$ cat config.mk
export PLATFORM = sky130hd
export DESIGN_NAME = axi_read_master_flat
export DESIGN_NICKNAME = d
export VERILOG_FILES = /design/src/rtl/axi_read_master_if.sv /design/src/rtl/axi_read_master.sv /design/src/flat_wrapper.sv
export SDC_FILE = /design/constraint.sdc
export NUM_CORES = 1
export LEC_CHECK = 0
export CORE_MARGIN = 2
export CORE_UTILIZATION = 37
export CTS_BUF_LIST = sky130_fd_sc_hd__clkbuf_4 sky130_fd_sc_hd__clkbuf_8 sky130_fd_sc_hd__clkbuf_16
export CTS_CLUSTER_DIAMETER = 30
export DETAILED_ROUTE_END_ITERATION = 8
export GPL_TIMING_DRIVEN = 0
export HOLD_SLACK_MARGIN = 0.15
export PLACE_DENSITY = 0.77
export REMOVE_ABC_BUFFERS = 1
export SYNTH_ARGS = -nofsm -noshare
export SYNTH_HDL_FRONTEND = slang
export SYNTH_SLANG_ARGS = --single-unit
$ cat constraint.sdc
create_clock -name aclk -period 3.4 [get_ports aclk]
set_input_delay 0.51 -clock aclk [delete_from_list [all_inputs] [get_ports aclk]]
set_output_delay 0.51 -clock aclk [all_outputs]
set_load 0.01 [all_outputs]
$ cat src/rtl/axi_read_master_if.sv
// Bundle of signals between axi_read_master and its surroundings:
// command port, AXI4 AR/R channels, output beat stream and burst status.
//   master modport : view of axi_read_master itself
//   slave  modport : view of whatever drives the command, serves AR/R and
//                    consumes the output stream
interface axi_read_master_if #(
   parameter int ADDRESS_WIDTH = 8,
   parameter int DATA_WIDTH    = 32
);
   logic                     cmd_valid;
   logic                     cmd_ready;
   logic [ADDRESS_WIDTH-1:0] cmd_addr;
   logic [7:0]               cmd_len;

   logic [ADDRESS_WIDTH-1:0] araddr;
   logic [7:0]               arlen;
   logic [2:0]               arsize;
   logic [1:0]               arburst;
   logic                     arvalid;
   logic                     arready;

   logic [DATA_WIDTH-1:0]    rdata;
   logic [1:0]               rresp;
   logic                     rlast;
   logic                     rvalid;
   logic                     rready;

   logic [DATA_WIDTH-1:0]    out_data;
   logic                     out_last;
   logic                     out_valid;
   logic                     out_ready;

   logic                     done;
   logic                     err;

   modport master (
      input  cmd_valid, cmd_addr, cmd_len,
      input  arready,
      input  rdata, rresp, rlast, rvalid,
      input  out_ready,
      output cmd_ready,
      output araddr, arlen, arsize, arburst, arvalid,
      output rready,
      output out_data, out_last, out_valid,
      output done, err
   );

   modport slave (
      output cmd_valid, cmd_addr, cmd_len,
      output arready,
      output rdata, rresp, rlast, rvalid,
      output out_ready,
      input  cmd_ready,
      input  araddr, arlen, arsize, arburst, arvalid,
      input  rready,
      input  out_data, out_last, out_valid,
      input  done, err
   );
endinterface

$ cat src/rtl/axi_read_master.sv
// AXI4 read-channel master. One command (start address, beats-1) becomes a
// single INCR burst; each returned beat is forwarded through a one-entry
// output register. At burst end a one-cycle done pulse carries the error
// status (bad rresp or rlast on the wrong beat).
// Ports:
//   aclk    : clock, rising edge
//   aresetn : synchronous active-low reset
//   bus     : axi_read_master_if.master (cmd, AR, R, out stream, done/err)
//
// state | meaning
// IDLE  | cmd_ready high, waiting for a command
// ADDR  | arvalid high, holding araddr/arlen until arready
// DATA  | accepting R beats until beat index == len
// DONE  | one-cycle done/err pulse, then IDLE
module axi_read_master #(
   parameter int ADDRESS_WIDTH = 8,
   parameter int DATA_WIDTH    = 32
) (
   input  logic             aclk,
   input  logic             aresetn,
   axi_read_master_if.master bus
);

   localparam logic [2:0] ARSIZE = 3'($clog2(DATA_WIDTH / 8));

   typedef enum logic [1:0] {IDLE, ADDR, DATA, DONE} state_t;

   state_t                   state_q;
   logic [ADDRESS_WIDTH-1:0] addr_q;
   logic [7:0]               len_q;
   logic [7:0]               cnt_q;
   logic                     err_flag_q;
   logic                     arvalid_q;
   logic [DATA_WIDTH-1:0]    out_data_q;
   logic                     out_last_q;
   logic                     out_valid_q;
   logic                     done_q;
   logic                     err_q;

   logic rready;
   logic r_fire;
   logic last_beat;
   logic beat_err;

   // Accept a beat only when the output register is empty or draining now.
   assign rready    = (state_q == DATA) && (!out_valid_q || bus.out_ready);
   assign r_fire    = bus.rvalid && rready;
   assign last_beat = (cnt_q == len_q);
   // rlast must appear exactly on the beat with index len.
   assign beat_err  = (bus.rresp != 2'b00) || (bus.rlast != last_beat);

   always_ff @(posedge aclk) begin
      if (!aresetn) begin
         state_q     <= IDLE;
         addr_q      <= '0;
         len_q       <= '0;
         cnt_q       <= '0;
         err_flag_q  <= 1'b0;
         arvalid_q   <= 1'b0;
         out_data_q  <= '0;
         out_last_q  <= 1'b0;
         out_valid_q <= 1'b0;
         done_q      <= 1'b0;
         err_q       <= 1'b0;
      end else begin
         done_q <= 1'b0;
         err_q  <= 1'b0;
         // Drain; a load below in the same cycle overrides this.
         if (out_valid_q && bus.out_ready) begin
            out_valid_q <= 1'b0;
         end
         unique case (state_q)
            IDLE: begin
               if (bus.cmd_valid) begin
                  addr_q     <= bus.cmd_addr;
                  len_q      <= bus.cmd_len;
                  cnt_q      <= '0;
                  err_flag_q <= 1'b0;
                  arvalid_q  <= 1'b1;
                  state_q    <= ADDR;
               end
            end
            ADDR: begin
               if (bus.arready) begin
                  arvalid_q <= 1'b0;
                  state_q   <= DATA;
               end
            end
            DATA: begin
               if (r_fire) begin
                  out_data_q  <= bus.rdata;
                  out_last_q  <= last_beat;
                  out_valid_q <= 1'b1;
                  cnt_q       <= cnt_q + 8'd1;
                  if (beat_err) begin
                     err_flag_q <= 1'b1;
                  end
                  // Early rlast does not end the burst; only the count does.
                  if (last_beat) begin
                     state_q <= DONE;
                     done_q  <= 1'b1;
                     err_q   <= err_flag_q | beat_err;
                  end
               end
            end
            DONE: begin
               state_q <= IDLE;
            end
            default: begin
               state_q <= IDLE;
            end
         endcase
      end
   end

   assign bus.cmd_ready = (state_q == IDLE);
   assign bus.araddr    = addr_q;
   assign bus.arlen     = len_q;
   assign bus.arsize    = ARSIZE;
   assign bus.arburst   = 2'b01;
   assign bus.arvalid   = arvalid_q;
   assign bus.rready    = rready;
   assign bus.out_data  = out_data_q;
   assign bus.out_last  = out_last_q;
   assign bus.out_valid = out_valid_q;
   assign bus.done      = done_q;
   assign bus.err       = err_q;

endmodule

$ cat src/flat_wrapper.sv
// flat-port wrapper written by rule: the top's interface ports become plain ports
module axi_read_master_flat 
#(
   parameter int ADDRESS_WIDTH = 8,
   parameter int DATA_WIDTH    = 32
)
  (aclk, aresetn, bus_cmd_valid, bus_cmd_addr, bus_cmd_len, bus_arready, bus_rdata, bus_rresp, bus_rlast, bus_rvalid, bus_out_ready, bus_cmd_ready, bus_araddr, bus_arlen, bus_arsize, bus_arburst, bus_arvalid, bus_rready, bus_out_data, bus_out_last, bus_out_valid, bus_done, bus_err);
  axi_read_master_if #(.ADDRESS_WIDTH(ADDRESS_WIDTH), .DATA_WIDTH(DATA_WIDTH)) bus_i ();
  input  logic aclk;
  input  logic aresetn;
  input wire logic [$bits(bus_i.cmd_valid)-1:0] bus_cmd_valid;
  input wire logic [$bits(bus_i.cmd_addr)-1:0] bus_cmd_addr;
  input wire logic [$bits(bus_i.cmd_len)-1:0] bus_cmd_len;
  input wire logic [$bits(bus_i.arready)-1:0] bus_arready;
  input wire logic [$bits(bus_i.rdata)-1:0] bus_rdata;
  input wire logic [$bits(bus_i.rresp)-1:0] bus_rresp;
  input wire logic [$bits(bus_i.rlast)-1:0] bus_rlast;
  input wire logic [$bits(bus_i.rvalid)-1:0] bus_rvalid;
  input wire logic [$bits(bus_i.out_ready)-1:0] bus_out_ready;
  output wire logic [$bits(bus_i.cmd_ready)-1:0] bus_cmd_ready;
  output wire logic [$bits(bus_i.araddr)-1:0] bus_araddr;
  output wire logic [$bits(bus_i.arlen)-1:0] bus_arlen;
  output wire logic [$bits(bus_i.arsize)-1:0] bus_arsize;
  output wire logic [$bits(bus_i.arburst)-1:0] bus_arburst;
  output wire logic [$bits(bus_i.arvalid)-1:0] bus_arvalid;
  output wire logic [$bits(bus_i.rready)-1:0] bus_rready;
  output wire logic [$bits(bus_i.out_data)-1:0] bus_out_data;
  output wire logic [$bits(bus_i.out_last)-1:0] bus_out_last;
  output wire logic [$bits(bus_i.out_valid)-1:0] bus_out_valid;
  output wire logic [$bits(bus_i.done)-1:0] bus_done;
  output wire logic [$bits(bus_i.err)-1:0] bus_err;
  assign bus_i.cmd_valid = bus_cmd_valid;
  assign bus_i.cmd_addr = bus_cmd_addr;
  assign bus_i.cmd_len = bus_cmd_len;
  assign bus_i.arready = bus_arready;
  assign bus_i.rdata = bus_rdata;
  assign bus_i.rresp = bus_rresp;
  assign bus_i.rlast = bus_rlast;
  assign bus_i.rvalid = bus_rvalid;
  assign bus_i.out_ready = bus_out_ready;
  assign bus_cmd_ready = bus_i.cmd_ready;
  assign bus_araddr = bus_i.araddr;
  assign bus_arlen = bus_i.arlen;
  assign bus_arsize = bus_i.arsize;
  assign bus_arburst = bus_i.arburst;
  assign bus_arvalid = bus_i.arvalid;
  assign bus_rready = bus_i.rready;
  assign bus_out_data = bus_i.out_data;
  assign bus_out_last = bus_i.out_last;
  assign bus_out_valid = bus_i.out_valid;
  assign bus_done = bus_i.done;
  assign bus_err = bus_i.err;
  axi_read_master #(.ADDRESS_WIDTH(ADDRESS_WIDTH), .DATA_WIDTH(DATA_WIDTH)) u_core (.aclk(aclk), .aresetn(aresetn), .bus(bus_i));
endmodule
==> summary.md <==
| Metric | Value |
|---|---|
| Type of the most critical hold path | register to register |
| Relative slew slack | 0.197 |
| Antenna diodes | 0 |
| Post-DP HPWL | 4350 um |
| Worst-path clk slew | 0.07 ns |
| Status | finished clean |
| Mean post-synth cell area | 8.11 um^2 |
| Async S/R FF share, synth | 0 |
| Seq/Total Area, Yosys | 0.498 |
| P&R area growth vs syn | 52.4% |
| Critical path's largest stage delay | 0.63 ns |
| TritonCTS Buffers | 9 |
| Synth Area in XOR/XNOR | 0.0545 |
| Mapped Area | 2570 um^2 |
| CTS H-Tree Depth | 3 |
| Worst path arrival time | 2.69 ns |
| Worst slew pin tran | 1.20 ns |
| WL per Instance | 12.4 um |
| Vias | 2414 |
| Starting Density | 0.381 |
| Synth cell count leaders | 106 x nand2_1, 64 x dfxtp_1, 53 x a21oi_1, 15 x xor2_1, 11 x nor2_1 |
| Core Util, Final | 0.580 |
| Setup slack after layout | 0.969 ns |
| # DRC | 0 |
| Top cells by area, synth | dfxtp_1 50%, nand2_1 15%, a21oi_1 10% |
| Layout cells sized above 1 | 0.0563 |
| Clock Latency Late Sink | 0.33 ns |
| First-pass GRT wire length | 10100 um |
| Area leader, netlist | dfxtp_1 |
| Clock skew | 0.0101 ns |
| Vias in the first global route | 2286 |
| Simple-Gate Fraction of Synth Area | 0.242 |
| Post-route ant nets | 0 |
| Routability cong. | 0.809 |
| Post-CTS Resized | 0 |
| Die height | 87.4 um |
| Die span in x | 87.4 um |
| Worst R2R Setup Slack | 0.97 ns |
| Die area | 7630 um^2 |
| RSZ-0062 raised after global routing | no |
| Hold Buf Count CTS | 0 |
| FF+latch count, synth | 64 |
| Setup CP Type | register to register |
| Endpoints failing setup | 0 |
| Post-CTS setup buffer count | 0 |
| CP max FO | 34 |
| Most used DFF post-synth | dfxtp_1 |
| Leak | 1.46 nW |
| Largest net degree at the start of global routing | 55 |
| Clk root buf | clkbuf_8 |
| Crit path required time | 3.66 ns |
| Setup crit end kind | register |
| Critical-path top delay cell | nor2_4 |
| Post-synthesis adder-cell area fraction | 0.0243 |
| Power Density | 601 nW/um^2 |
| Setup TNS Final | 0 ns |
| CTS tree | built |
| Initial antenna violation count | 0 |
| Fin. Hold Viols | 0 |
| Total grt overflow | 0 |
| Core ar. | 6760 um^2 |
| Final Max Tran Viols | 0 |
| Compound-gate portion of the synthesized area | 0.126 |
| Total track usage | 0.167 |
| Largest family of logic cells by synthesized area | simple AND/OR/NAND/NOR gates |
| DP Worst Slack | 0.260 ns |
| VDD IR max | 0.322 mV |
| Number of max-cap violations | 0 |
| Drt via density | 4.77 |
| Max Clock Freq | 411 MHz |
| Num ports | 117 |
| Routed wire length | 6280 um |
| EDFF count, synth | 0 |
| Number of port buffers | 111 |
| Min Tclk post-route | 2.43 ns |
| TritonRoute pass-1 iters | 4 |
| Ys Warns | 0 |
| Netlist cell types | 33 |
| Layout Nets | 483 |
| Overall power | 0.00235 W |
| Clock Sinks | 64 |
| DR iter-0 viols | 42 |
| Syn Inst Count | 317 |
| Period utilisation layout | 0.715 |
| Clk buf depth | 2 |
| Share of the synthesized area in the top cell type | 0.498 |
| Crit-path cells | inv_1 -> ha_1 -> nand2_1 -> nor2_4 -> nand4_2 -> a21oi_2 -> mux2i_1 |
| CP startpoint kind | register |
| Post-synthesis mux area share | 0.00389 |
| Num rows | 30 |
| Cell with the most instances after synthesis | nand2_1 |
[worst paths after layout]
kind                                   to  cells past startpoint                     from
hold reg to reg   u_core.bus.out_data[25]                      2  u_core.bus.out_data[25]
hold / removal    u_core.bus.out_data[25]                      2  u_core.bus.out_data[25]
setup reg to reg        u_core.state_q[1]                      7        u_core.state_q[0]
setup / recovery        u_core.state_q[1]                      7        u_core.state_q[0]
[sequential cells by signal, summed over array words and instances (netlist names)]
| register | flops |
|---|---|
| u_core.cnt_q | 8 |
| u_core.bus.arvalid | 1 |
| u_core.bus.done | 1 |
| u_core.err_flag_q | 1 |
| u_core.bus.araddr | 8 |
| u_core.bus.arlen | 8 |
| u_core.bus.out_last | 1 |
| u_core.bus.out_data | 32 |
| u_core.bus.out_valid | 1 |
| u_core.bus.err | 1 |
| u_core.state_q | 2 |
[cells by family (layout without fill, tap and decap cells)]
kind of cell / count (synthesis) / in the layout
compound gates: 60 / 60
xor+xnor: 16 / 16
fa+ha+maj: 5 / 5
buf+inv: 26 / 132
flops: 64 / 64
mux: 1 / 1
other cells: 2 / 5
simple gates: 143 / 143
[routing by layer]
layer / global-route usage / up-vias / part of all wire / wire length [um]
met3: 0.0758 / 8 / 0.096 / 602
met1: 0.192 / 1076 / 0.44 / 2750
li1: - / 1232 / - / -
met4: 0.0462 / 0 / 0.0076 / 48
met2: 0.280 / 98 / 0.46 / 2870
met5: 0 / - / 0 / 0
[final cells by class]
type | instances | area, um^2
Sequential cell | 64 | 1280
Multi-Input combinational cell | 230 | 1180
Inverter | 5 | 18.8
Clock inverter | 3 | 65.1
Timing Repair Buffer | 111 | 1110
Fill cell | 621 | 2840
Clock buffer | 13 | 160
Tap cell | 80 | 100
[power breakdown]
part / leakage, nW / internal, W / total (W) / switching [W]
Combinational: 0.822 / 0.000338 / 0.000724 / 0.000385
Clock: 0.118 / 0.000457 / 0.000730 / 0.000273
Sequential: 0.520 / 0.000839 / 0.000901 / 0.0000616
[stage by stage]
step	hold slack (ns)	area (um^2)	cells
after floorplan	0.451	2480	299
after global placement	0.441	3690	490
after detailed placement	0.447	3690	490
after CTS	0.456	3910	506
after global routing	0.466	3920	506
final	0.452	3920	506
[worst max-delay path, delay by kind of cell, from the launching register on]
| family | cells | cell delay [ns] |
|---|---|---|
| simple gates | 3 | 1.13 |
| flops | 1 | 0.33 |
| buf+inv | 1 | 0.10 |
| compound gates | 1 | 0.29 |
| mux | 1 | 0.19 |
| fa+ha+maj | 1 | 0.32 |
[cell usage in the layout (no fill, tap or decap), drive strengths merged]
cell | synthesis | routed
and2 | 4 | 4
clkdlybuf4s50 | 0 | 111
nand2b | 2 | 2
o21ai | 2 | 2
dfxtp | 64 | 64
mux2i | 1 | 1
o211ai | 1 | 1
and3 | 3 | 3
o21a | 1 | 1
conb | 2 | 5
xnor2 | 1 | 1
nor3 | 3 | 3
ha | 5 | 5
a21oi | 54 | 54
o22ai | 1 | 1
nand3 | 3 | 3
bufinv | 0 | 2
xor2 | 15 | 15
clkbuf | 10 | 13
nand4 | 6 | 6
nor2b | 1 | 1
nor4 | 1 | 1
nand2 | 106 | 106
clkinv | 0 | 1
inv | 5 | 5
nor4b | 1 | 1
a211oi | 1 | 1
nor2 | 12 | 12
and4 | 1 | 1
No activity file was read; power rests on OpenSTA's default activity.
